==> src/rtl/booth_product_accumulator.sv <==
// booth_product_accumulator: frames signed 8-bit Booth products into a wide signed sum behind valid/ready handshakes (optional clamp-on-overflow via BOOTH_ACC_SAT_EN)
module booth_product_accumulator #(
  parameter int ACC_W = 16,
  parameter int CNT_W = 4
) (
  input  logic             clk,
  input  logic             rst_n,
  input  logic             in_valid,
  output logic             in_ready,
  input  logic [7:0]       in_prod,
  input  logic             in_last,
  output logic             out_valid,
  input  logic             out_ready,
  output logic [ACC_W-1:0] out_acc,
  output logic [CNT_W-1:0] out_count,
  output logic             out_ovf
);
  typedef enum logic {ACCUM, DONE} state_t;
  state_t state, state_nxt;
  logic [ACC_W-1:0] acc, addend, sum, acc_nxt;
  logic [CNT_W-1:0] count;
  logic ovf, take, sum_ovf;
  assign in_ready  = state == ACCUM;
  assign out_valid = state == DONE;
  assign out_acc   = acc;
  assign out_count = count;
  assign out_ovf   = ovf;
  assign take      = in_valid && in_ready;
  // sign-extended add with overflow detect; clamp toward the addend's sign when saturation is built in
  always_comb begin
    addend  = ACC_W'($signed(in_prod));
    sum     = acc + addend;
    sum_ovf = (acc[ACC_W-1] == addend[ACC_W-1]) && (sum[ACC_W-1] != acc[ACC_W-1]);
`ifdef BOOTH_ACC_SAT_EN
    acc_nxt = !sum_ovf ? sum : addend[ACC_W-1] ? {1'b1, {(ACC_W-1){1'b0}}} : {1'b0, {(ACC_W-1){1'b1}}};
`else
    acc_nxt = sum;
`endif
  end
  // frame ends on an accepted last-marker; result leaves when downstream takes it
  always_comb begin
    state_nxt = state;
    if (state == ACCUM && take && in_last) state_nxt = DONE;
    else if (state == DONE && out_ready) state_nxt = ACCUM;
  end
  // state register
  always_ff @(posedge clk) begin
    if (!rst_n) state <= ACCUM;
    else state <= state_nxt;
  end
  // running sum, saturating product count and sticky overflow; cleared on reset or result handoff
  always_ff @(posedge clk) begin
    if (!rst_n || (state == DONE && out_ready)) begin
      acc   <= '0;
      count <= '0;
      ovf   <= 1'b0;
    end else if (take) begin
      acc   <= acc_nxt;
      count <= &count ? count : count + 1'b1;
      ovf   <= ovf | sum_ovf;
    end
  end
endmodule

==> config.mk <==
export PLATFORM = sky130hd
export DESIGN_NAME = booth_product_accumulator
export DESIGN_NICKNAME = d
export VERILOG_FILES = /design/src/rtl/booth_product_accumulator.sv
export SDC_FILE = /design/constraint.sdc
export NUM_CORES = 1
export LEC_CHECK = 0
export ABC_CLOCK_PERIOD_IN_PS = 2750
export BUFFER_PORTS_ARGS = -buffer_cell sky130_fd_sc_hd__buf_2
export CORE_UTILIZATION = 37
export CTS_BUF_LIST = sky130_fd_sc_hd__clkbuf_4
export DETAILED_ROUTE_END_ITERATION = 8
export GPL_ROUTABILITY_DRIVEN = 1
export PLACE_DENSITY = 0.66
export SLEW_MARGIN = 20
export SYNTH_ARGS = -nofsm -noshare
export SYNTH_HDL_FRONTEND = slang
export SYNTH_SLANG_ARGS = --single-unit
==> constraint.sdc <==
create_clock -name clk -period 2.75 [get_ports clk]
set_clock_uncertainty 0.05 [all_clocks]
set_input_delay 0.55 -clock clk [delete_from_list [all_inputs] [get_ports clk]]
set_output_delay 0.55 -clock clk [all_outputs]
set_load 0.005 [all_outputs]
==> results.json <==
{
  "outcome": "finished clean",
  "fillerInstances": 436,
  "slew_viol_final": 0,
  "grt_pass1_vias": 1294,
  "regArea_um2": 440,
  "fin_cells": 284,
  "wl_met1_um": 1890,
  "cts_tree": "built",
  "grt_setup_unrepaired": "no",
  "critPathBufInv": 0,
  "core.rowCount": 23,
  "drv_cap": 0,
  "required_ps": 2930,
  "place_congestion": 0.893,
  "vias": 1574,
  "worstSetupPathType": "reg2reg",
  "clock_sinks": 22,
  "grt_pass1_wl_um": 6060,
  "synth_seq_cells": 22,
  "syn_area_mm2": 0.00157,
  "vdd_drop_max_uv": 242,
  "area_growth_pct": 17.7,
  "cp_top_family": "compound AO/OA/AOI/OAI gates",
  "multiInputGateArea_mm2": 0.00108,
  "overflow": 0,
  "ys_types": 38,
  "synth_edf_count": 0,
  "slowest_stage": "fa_1",
  "synthCells": 202,
  "die_h_um": 67.2,
  "slew-limit-headroom": 0.471,
  "hold_viol_final": 0,
  "vias_per_cell": 5.54,
  "initial_core_util": 0.390,
  "path_cells": "ha_1 > fa_1 > a211oi_1 > o21ai_0 > a31oi_1 > o21ai_0 > nand2_1 > o211ai_1",
  "power.density_mw_per_mm2": 543,
  "ios": 36,
  "highest_layer": "met4",
  "antenna_found_initial": 0,
  "fin_tns_setup_ps": 0,
  "final_antenna_net_count": 0,
  "fin_crit_ps": 2230,
  "root_buffer": "clkbuf_4",
  "yosysSeqAreaShare": 0.280,
  "drive_gt1_frac": 0.192,
  "slowest_delay_ps": 430,
  "fin_crit_sh": 0.810,
  "path_depth": 8,
  "cts.path.max_buffers": 2,
  "drtIter0Drc": 81,
  "place_inst": 280,
  "drc_errors": 0,
  "leakage_uw": 0.000864,
  "cts_htree_levels": 1,
  "tightest_slew_ps": 791,
  "first_pass_iters": 4,
  "postCtsSetupBuffers": 0,
  "clkLatencyLatePin_ps": 330,
  "ys_warn_count": 0,
  "layout_commonest_cell": "buf_2",
  "postRouteWirelength_um": 3750,
  "routedWlPerCell_um": 13.2,
  "wl_met2_um": 1630,
  "syn_nets": 232,
  "ys.flop_type": "dfxtp_1",
  "ys_async_sr_fraction": 0,
  "hold_slack_ps": 409,
  "final_cell_mix": "buf_2 (35), nand2_1 (34), a21oi_1 (25)",
  "worstHoldPathType": "in2reg",
  "grt_max_degree": 22,
  "cts_made_buffers": 3,
  "track_usage": 0.175,
  "clk_pin_slew_ps": 140,
  "dp_hpwl_um": 2740,
  "cp.arrival_ps": 2410,
  "r2r_cells": 8,
  "avgSynthCellArea_um2": 7.79,
  "coreArea_mm2": 0.00403,
  "crit_top_cell": "o21ai_0",
  "critPathLaunchType": "register",
  "cp-end-kind": "register",
  "fp.dieW_um": 67.2,
  "holdPathStages": 3,
  "ctsResizeCount": 0,
  "cts_hold_buf": 0,
  "nets": 265,
  "final_util": 0.459,
  "crit_fanout": 3,
  "fmax_ghz": 0.449,
  "io_buffers": 35,
  "diodes": 0,
  "met3_length_um": 172,
  "die_area_mm2": 0.00452,
  "finalSetupViolations": 0
}
-- metal layers --
layer	up-vias	track usage
li1	802	-
met1	726	0.247
met2	39	0.260
met3	7	0.0270
met4	0	0.0771
met5	-	0
-- cell type report --
type	instances	share of cell area
clock buffer	3	0.0122
clock inverter	1	0.0162
inverter	2	0.00406
multi-input combinational	167	0.585
sequential	22	0.238
tap	50	0.0338
timing repair buffer	39	0.111
-- synth_stat cells (7+ instances only) --
master    instances  area share
o21ai_0           7       0.022
a21o_1            7       0.033
nor2_1            9       0.021
nand2_1          34       0.081
ha_1             16        0.13
clkbuf_1          8       0.019
xnor2_1           7       0.039
a21oi_1          25       0.080
o211ai_1          7       0.033
dfxtp_1          22        0.28
nand3_1          12       0.038
-- sequential cells by signal, summed over array words and instances (netlist names) --
| name | count |
|---|---|
| out_valid | 1 |
| out_acc | 16 |
| out_ovf | 1 |
| out_count | 4 |
-- kinds of logic after synthesis --
logic type / Yosys count / share of synthesized area
AOI/OAI and AO/OA: 67 / 0.275
xor gates and xnor gates: 9 / 0.0501
adders and majority gates: 17 / 0.140
buffers and inverters: 13 / 0.0318
DFF: 22 / 0.280
muxes: 2 / 0.0127
and+or+nand+nor: 72 / 0.210
-- metrics by stage --
stage / setup slack [ps] / cell area, µm² / power (µW)
finish: 521 / 1850 / 1000
global placement: 217 / 1800 / 741
floorplan: 396 / 1570 / 640
CTS: 502 / 1850 / 1000
global route: 332 / 1850 / 1070
detailed placement: 171 / 1800 / 745
-- where the power goes --
group | leakage (µW) | switching [µW] | internal, µW | total, µW
clock | 0.0000279 | 116 | 147 | 264
combinational | 0.000655 | 204 | 159 | 363
sequential | 0.000180 | 27.1 | 351 | 378
total | 0.000864 | 347 | 657 | 1000
-- path summary, 6_finish.rpt --
check / start / slack, ps / end
worst max register to register: out_acc[0] / 520 / out_acc[12]
worst min register to register: out_acc[5] / 430 / out_acc[5]
worst max-delay path: out_acc[0] / 520 / out_acc[12]
worst min-delay path: in_last / 410 / out_valid
-- worst reg2reg max path: stages, from the launching register on --
cell      delay [ps]
dfxtp_1          350
ha_1             220
fa_1             440
a211oi_1         280
o21ai_0          200
a31oi_1          280
o21ai_0          160
nand2_1           80
o211ai_1          70
No activity file was read; power rests on OpenSTA's default activity.
